==> src/rtl/fetch_ctrl_pkg.sv <==
// Shared types and constants for the instruction fetch controller.
// Holds FSM encodings, the default reset PC and the buffered fetch entry layout.
package fetch_ctrl_pkg;

    localparam int ADDR_W = 64;
    localparam int INST_W = 32;

    localparam logic [ADDR_W-1:0] DEFAULT_RESET_PC = 64'h0000_0000_8000_0000;

    typedef enum logic [1:0] {
        IDLE = 2'd0,
        REQ  = 2'd1,
        WAIT = 2'd2,
        DROP = 2'd3
    } fetch_state_t;

    typedef struct packed {
        logic [ADDR_W-1:0] pc;
        logic [INST_W-1:0] inst;
    } fetch_entry_t;

    // The RAM returns an aligned doubleword; pc[2] picks which half is the instruction.
    function automatic logic [INST_W-1:0] inst_select(input logic [63:0] dword, input logic hi);
        return hi ? dword[63:32] : dword[31:0];
    endfunction

endpackage

==> src/rtl/fetch_ctrl_if.sv <==
// Fetch-side bundle: instruction RAM handshake, jump redirect and decode valid/ready.
// master = fetch controller, slave = RAM/decode environment.
interface fetch_ctrl_if;
    import fetch_ctrl_pkg::*;

    logic              mem_req_o;
    logic [ADDR_W-1:0] mem_addr_o;
    logic              mem_gnt_i;
    logic              mem_rvalid_i;
    logic [63:0]       mem_rdata_i;
    logic              jump_flag_i;
    logic [ADDR_W-1:0] jump_addr_i;
    logic              inst_valid_o;
    logic [INST_W-1:0] inst_o;
    logic [ADDR_W-1:0] inst_addr_o;
    logic              id_ready_i;

    modport master (
        output mem_req_o, mem_addr_o, inst_valid_o, inst_o, inst_addr_o,
        input  mem_gnt_i, mem_rvalid_i, mem_rdata_i, jump_flag_i, jump_addr_i, id_ready_i
    );

    modport slave (
        input  mem_req_o, mem_addr_o, inst_valid_o, inst_o, inst_addr_o,
        output mem_gnt_i, mem_rvalid_i, mem_rdata_i, jump_flag_i, jump_addr_i, id_ready_i
    );

endinterface

==> src/rtl/fetch_ctrl_inst_fifo.sv <==
// Synchronous FIFO of {pc, inst}; head is combinational, push/pop take effect at the edge.
// Clear wins over push/pop; push is refused when full unless a pop frees the slot.
module inst_fifo
    import fetch_ctrl_pkg::*;
#(
    parameter  int DEPTH = 2,
    localparam int CW    = $clog2(DEPTH + 1),
    localparam int PW    = $clog2(DEPTH)
) (
    input  logic          clk,
    input  logic          rst,
    input  logic          push,
    input  logic          pop,
    input  logic          clear,
    input  fetch_entry_t  push_dat,
    output fetch_entry_t  head_dat,
    output logic [CW-1:0] count,
    output logic          full,
    output logic          empty
);

    fetch_entry_t   mem [DEPTH];
    logic [PW-1:0]  wr_ptr;
    logic [PW-1:0]  rd_ptr;
    logic           push_ok;
    logic           pop_ok;

    assign full     = (count == CW'(DEPTH));
    assign empty    = (count == '0);
    assign pop_ok   = pop && !empty;
    assign push_ok  = push && (!full || pop_ok);
    assign head_dat = mem[rd_ptr];

    // DEPTH is a power of two, so the pointers wrap on natural overflow.
    always_ff @(posedge clk) begin
        if (rst || clear) begin
            wr_ptr <= '0;
            rd_ptr <= '0;
            count  <= '0;
        end else begin
            if (push_ok) begin
                mem[wr_ptr] <= push_dat;
                wr_ptr      <= wr_ptr + 1'b1;
            end
            if (pop_ok) begin
                rd_ptr <= rd_ptr + 1'b1;
            end
            if (push_ok && !pop_ok) begin
                count <= count + 1'b1;
            end else if (pop_ok && !push_ok) begin
                count <= count - 1'b1;
            end
        end
    end

endmodule

==> src/rtl/fetch_ctrl.sv <==
// Fetch sequencer: one outstanding RAM read at a time, results buffered for decode.
// First instruction 3 cycles after reset, one per 2 cycles sustained; stalls fetch while the buffer is full.
module fetch_ctrl
    import fetch_ctrl_pkg::*;
#(
    parameter logic [ADDR_W-1:0] RESET_PC   = DEFAULT_RESET_PC,
    parameter int                FIFO_DEPTH = 2
) (
    input  logic         clk,
    input  logic         rst,
    fetch_ctrl_if.master bus
);

    localparam int CW = $clog2(FIFO_DEPTH + 1);

    fetch_state_t      state;
    logic [ADDR_W-1:0] pc;
    logic [ADDR_W-1:0] req_pc;
    logic              mem_req;

    fetch_entry_t      push_dat;
    fetch_entry_t      head_dat;
    logic [CW-1:0]     count;
    logic              full;
    logic              empty;
    logic              push;
    logic              pop;
    logic              jump;
    logic              slot_after_push;

    assign jump = bus.jump_flag_i;
    assign pop  = !empty && bus.id_ready_i;
    assign push = (state == WAIT) && bus.mem_rvalid_i && !jump;

    assign push_dat.pc   = req_pc;
    assign push_dat.inst = inst_select(bus.mem_rdata_i, req_pc[2]);

    // WAIT never starts with a full buffer, so after the push a slot remains
    // if something pops now or the buffer held fewer than DEPTH-1 entries.
    assign slot_after_push = pop || (count < CW'(FIFO_DEPTH - 1));

    inst_fifo #(.DEPTH(FIFO_DEPTH)) u_inst_fifo (
        .clk      (clk),
        .rst      (rst),
        .push     (push),
        .pop      (pop),
        .clear    (jump),
        .push_dat (push_dat),
        .head_dat (head_dat),
        .count    (count),
        .full     (full),
        .empty    (empty)
    );

    always_ff @(posedge clk) begin
        if (rst) begin
            state   <= IDLE;
            pc      <= RESET_PC;
            req_pc  <= '0;
            mem_req <= 1'b0;
        end else begin
            if (jump) begin
                pc <= bus.jump_addr_i;
            end
            unique case (state)
                IDLE: begin
                    if (jump || !full) begin
                        state   <= REQ;
                        mem_req <= 1'b1;
                    end
                end
                REQ: begin
                    if (bus.mem_gnt_i) begin
                        req_pc  <= pc;
                        state   <= jump ? DROP : WAIT;
                        mem_req <= 1'b0;
                    end
                end
                WAIT: begin
                    if (bus.mem_rvalid_i) begin
                        if (jump || slot_after_push) begin
                            state   <= REQ;
                            mem_req <= 1'b1;
                        end else begin
                            state   <= IDLE;
                        end
                        if (!jump) begin
                            pc <= req_pc + 64'd4;
                        end
                    end else if (jump) begin
                        state <= DROP;
                    end
                end
                DROP: begin
                    // A jump here only retargets pc; the stale response still has to drain.
                    if (bus.mem_rvalid_i) begin
                        state   <= REQ;
                        mem_req <= 1'b1;
                    end
                end
            endcase
        end
    end

    assign bus.mem_req_o    = mem_req;
    assign bus.mem_addr_o   = {pc[ADDR_W-1:3], 3'b000};
    assign bus.inst_valid_o = !empty;
    assign bus.inst_o       = empty ? '0 : head_dat.inst;
    assign bus.inst_addr_o  = empty ? '0 : head_dat.pc;

endmodule

==> src/flat_wrapper.sv <==
// flat-port wrapper written by rule: the top's interface ports become plain ports
module fetch_ctrl_flat import fetch_ctrl_pkg::*;
#(
    parameter logic [ADDR_W-1:0] RESET_PC   = DEFAULT_RESET_PC,
    parameter int                FIFO_DEPTH = 2
)
  (clk, rst, bus_mem_req_o, bus_mem_addr_o, bus_inst_valid_o, bus_inst_o, bus_inst_addr_o, bus_mem_gnt_i, bus_mem_rvalid_i, bus_mem_rdata_i, bus_jump_flag_i, bus_jump_addr_i, bus_id_ready_i);
  fetch_ctrl_if bus_i ();
  input  logic clk;
  input  logic rst;
  output wire logic [$bits(bus_i.mem_req_o)-1:0] bus_mem_req_o;
  output wire logic [$bits(bus_i.mem_addr_o)-1:0] bus_mem_addr_o;
  output wire logic [$bits(bus_i.inst_valid_o)-1:0] bus_inst_valid_o;
  output wire logic [$bits(bus_i.inst_o)-1:0] bus_inst_o;
  output wire logic [$bits(bus_i.inst_addr_o)-1:0] bus_inst_addr_o;
  input wire logic [$bits(bus_i.mem_gnt_i)-1:0] bus_mem_gnt_i;
  input wire logic [$bits(bus_i.mem_rvalid_i)-1:0] bus_mem_rvalid_i;
  input wire logic [$bits(bus_i.mem_rdata_i)-1:0] bus_mem_rdata_i;
  input wire logic [$bits(bus_i.jump_flag_i)-1:0] bus_jump_flag_i;
  input wire logic [$bits(bus_i.jump_addr_i)-1:0] bus_jump_addr_i;
  input wire logic [$bits(bus_i.id_ready_i)-1:0] bus_id_ready_i;
  assign bus_mem_req_o = bus_i.mem_req_o;
  assign bus_mem_addr_o = bus_i.mem_addr_o;
  assign bus_inst_valid_o = bus_i.inst_valid_o;
  assign bus_inst_o = bus_i.inst_o;
  assign bus_inst_addr_o = bus_i.inst_addr_o;
  assign bus_i.mem_gnt_i = bus_mem_gnt_i;
  assign bus_i.mem_rvalid_i = bus_mem_rvalid_i;
  assign bus_i.mem_rdata_i = bus_mem_rdata_i;
  assign bus_i.jump_flag_i = bus_jump_flag_i;
  assign bus_i.jump_addr_i = bus_jump_addr_i;
  assign bus_i.id_ready_i = bus_id_ready_i;
  fetch_ctrl #(.RESET_PC(RESET_PC), .FIFO_DEPTH(FIFO_DEPTH)) u_core (.clk(clk), .rst(rst), .bus(bus_i));
endmodule
==> config.mk <==
export PLATFORM = sky130hd
export DESIGN_NAME = fetch_ctrl_flat
export DESIGN_NICKNAME = d
export VERILOG_FILES = /design/src/rtl/fetch_ctrl_pkg.sv /design/src/rtl/fetch_ctrl_if.sv /design/src/rtl/fetch_ctrl_inst_fifo.sv /design/src/rtl/fetch_ctrl.sv /design/src/flat_wrapper.sv
export SDC_FILE = /design/constraint.sdc
export NUM_CORES = 1
export LEC_CHECK = 0
export ABC_AREA = 1
export CORE_MARGIN = 2
export CORE_UTILIZATION = 38
export DETAILED_ROUTE_END_ITERATION = 8
export DONT_BUFFER_PORTS = 1
export SYNTH_ARGS = -nofsm -noshare
export SYNTH_HDL_FRONTEND = slang
export SYNTH_SLANG_ARGS = --single-unit
==> constraint.sdc <==
create_clock -name clk -period 9.2 [get_ports clk]
set_input_delay 1.38 -clock clk [delete_from_list [all_inputs] [get_ports clk]]
set_output_delay 1.38 -clock clk [all_outputs]
set_load 0.02 [all_outputs]
==> impl_metrics.json <==
{
  "outcome": "finished clean",
  "cts_tree": "done",
  "dieArea_sq_um": 43000,
  "nets": 1950,
  "grt_pass1_wl_microns": 72500,
  "synth-edff-count": 192,
  "insertedDiodeCount": 0,
  "yosys_warnings": 0,
  "finalCritPeriodShare_pct": 49.3,
  "synth_flop_cell": "edfxtp_1",
  "hold_class": "register to register",
  "drcViolationCount": 0,
  "period_minus_slack_ns": 4.54,
  "die_y_microns": 207,
  "cts-hold-fix-buffers": 0,
  "ir_worst_vdd_uv": 101,
  "powerDensity_nw_per_um2": 237,
  "cts_sinks": 328,
  "endpoint_kind": "output port",
  "grt_setup_unrepaired": "false",
  "die_w_microns": 207,
  "coreArea_sq_um": 40800,
  "clk_latency_ns": 0.54,
  "drtIter0Drc": 1021,
  "required_ns": 7.82,
  "regToRegSetupSlack_ns": 6.07,
  "ant_nets": 0,
  "antenna_found_initial": 1,
  "grt_max_degree": 103,
  "max_slew_margin_pct": 28.2,
  "wl_microns": 48700,
  "slew_violations": 0,
  "gp_congestion": 0.917,
  "grt_usage_pct": 22.0,
  "synthCells": 1912,
  "tightest_slew_ns": 1.07,
  "multiInputGateArea_sq_um": 5960,
  "grtUsageMet3_pct": 5.90,
  "top_usage_layer": "met2",
  "critPathArrivalTime_ns": 3.16,
  "num_vias": 12600,
  "maxCapViolCount": 0,
  "firstDrtPassIters": 5,
  "p_leak_nw": 6.30,
  "ff_latch_area_sq_um": 8490,
  "dpl.hpwl_microns": 35100,
  "post_drt_wl_per_cell_microns": 20.6,
  "ctsRootBufferMaster": "clkbuf_16",
  "fin_worst_skew_ns": 0.0131,
  "fin_tns_setup_ns": 0,
  "use_met1_pct": 29.7,
  "cts_buffers": 35,
  "avgSynthCellArea_sq_um": 8.22,
  "clock_path_buffers": 3,
  "synthArstFlopShare_pct": 0,
  "port-buffer-count": 0,
  "cp_max_fo": 97,
  "cts_setup_buffers": 0,
  "synth-seq-cells": 328,
  "fill_cells": 4105,
  "start_util_pct": 38.5,
  "met2_usage_pct": 34.7,
  "path_clk_slew_ns": 0.06,
  "synth.distinct_cells": 41,
  "gr-total-overflow": 0,
  "setup_viol": 0,
  "fmax_ghz": 0.220,
  "rows": 74,
  "routed_via_density": 5.31,
  "final_cells": 2366,
  "dpl.cell_count": 2303,
  "synthToLayoutAreaGrowth_pct": 7.31,
  "criticalPathCategory": "register to output port",
  "grt_pass1_vias": 11600,
  "cts_resized": 0,
  "seq_area_frac_synth_pct": 54.0,
  "hold_viol": 0,
  "layout-drive-gt1-share_pct": 6.00,
  "crit_path_start_kind": "register",
  "synthesis.area_sq_um": 15700,
  "ios": 296,
  "h-tree-depth": 2
}
[per-layer routing]
metal	vias to the layer above	routed length, microns
li1	6065	-
met2	469	22200
met3	69	4030
met4	2	1140
met5	-	13
met1	5960	21300
[logic make-up (layout without fill, tap and decap cells)]
| kind of cell | after synthesis | after routing | synth area share, % |
|---|---|---|---|
| AOI/OAI and AO/OA | 346 | 346 | 11.5 |
| xor gates and xnor gates | 21 | 21 | 1.17 |
| adders and majority gates | 8 | 8 | 0.637 |
| buffers and inverters | 277 | 197 | 8.21 |
| DFF | 328 | 328 | 54.0 |
| other | 1 | 3 | 0.0239 |
| and+or+nand+nor | 931 | 931 | 24.4 |
[layout make-up]
cell class                      instances  area share (%)
Sequential cell                       328            50.3
Timing Repair Buffer                   14           0.623
Multi-Input combinational cell       1309            35.3
Clock inverter                         22            1.40
Clock buffer                           41            5.70
Tap cell                              532            3.95
Inverter                              120            2.67
[flip-flops by register name, indices dropped and copies added, names as in the netlist, named ones only]
signal	cells
u_core.bus.mem_req_o	1
u_core.pc	64
u_core.req_pc	64
u_core.state	2
u_core.u_inst_fifo.count	2
u_core.u_inst_fifo.mem	192
u_core.u_inst_fifo.rd_ptr	1
u_core.u_inst_fifo.wr_ptr	1
[synthesized netlist by cell type (7+ instances only)]
library cell | number | area, sq um
o211ai_1 | 13 | 97.6
buf_4 | 64 | 480
dfxtp_1 | 136 | 2720
buf_2 | 9 | 45.0
a31oi_1 | 20 | 125
clkbuf_1 | 73 | 274
nor2_2 | 7 | 43.8
a21oi_1 | 93 | 465
nor3_1 | 12 | 60.1
xnor2_1 | 8 | 70.1
inv_1 | 115 | 432
o21ai_0 | 212 | 1060
nand3_1 | 98 | 490
nor2_1 | 367 | 1380
nand4_1 | 17 | 106
ha_1 | 8 | 100
edfxtp_1 | 192 | 5770
nand2_1 | 402 | 1510
buf_1 | 11 | 41.3
xor2_1 | 13 | 114
[power breakdown]
part / switching, W / internal [W]
Clock: 0.000574 / 0.000888
Combinational: 0.000377 / 0.000161
Sequential: 0.000264 / 0.00173
Total: 0.00121 / 0.00278
[cells in the final DEF, fill, tap and decap left out, drive strengths merged, types with 20 or more instances in the layout]
master  Yosys  routed
nand2     409     409
nor2      381     381
o21ai     213     213
edfxtp    192     192
dfxtp     136     136
inv       116     118
nand3     100     100
a21oi      94      94
clkbuf     73      41
a31oi      20      20
[worst paths after layout]
check	end	startpoint	depth (start not counted)
max	bus_inst_o[23]	register	5
max reg2reg	u_core.u_inst_fifo.mem[0][85]	u_core.state[0]	9
min	register	u_core.u_inst_fifo.rd_ptr	2
min reg2reg	register	u_core.u_inst_fifo.rd_ptr	2
[worst max-delay path, stage by stage (launching register included)]
cell,delay (ns)
dfxtp_2,0.31
buf_4,0.31
inv_2,0.72
buf_4,0.59
nor2_1,0.10
nor2_1,0.36
[through the flow]
step / area (sq um) / setup slack (ns) / hold WS [ns] / power (W) / util [%]
final: 16900 / 4.66 / 0.491 / 0.00400 / 41.3
after global routing: 16900 / 4.47 / 0.518 / 0.00418 / 41.3
after CTS: 16900 / 4.65 / 0.476 / 0.00403 / 41.3
after detailed placement: 15700 / 5.23 / 0.465 / 0.00257 / 38.4
after global placement: 15700 / 5.28 / 0.456 / 0.00255 / 38.4
after floorplan: 15700 / 0.00356 / 0.439 / 0.00238 / -
No activity file was read; power rests on OpenSTA's default activity.
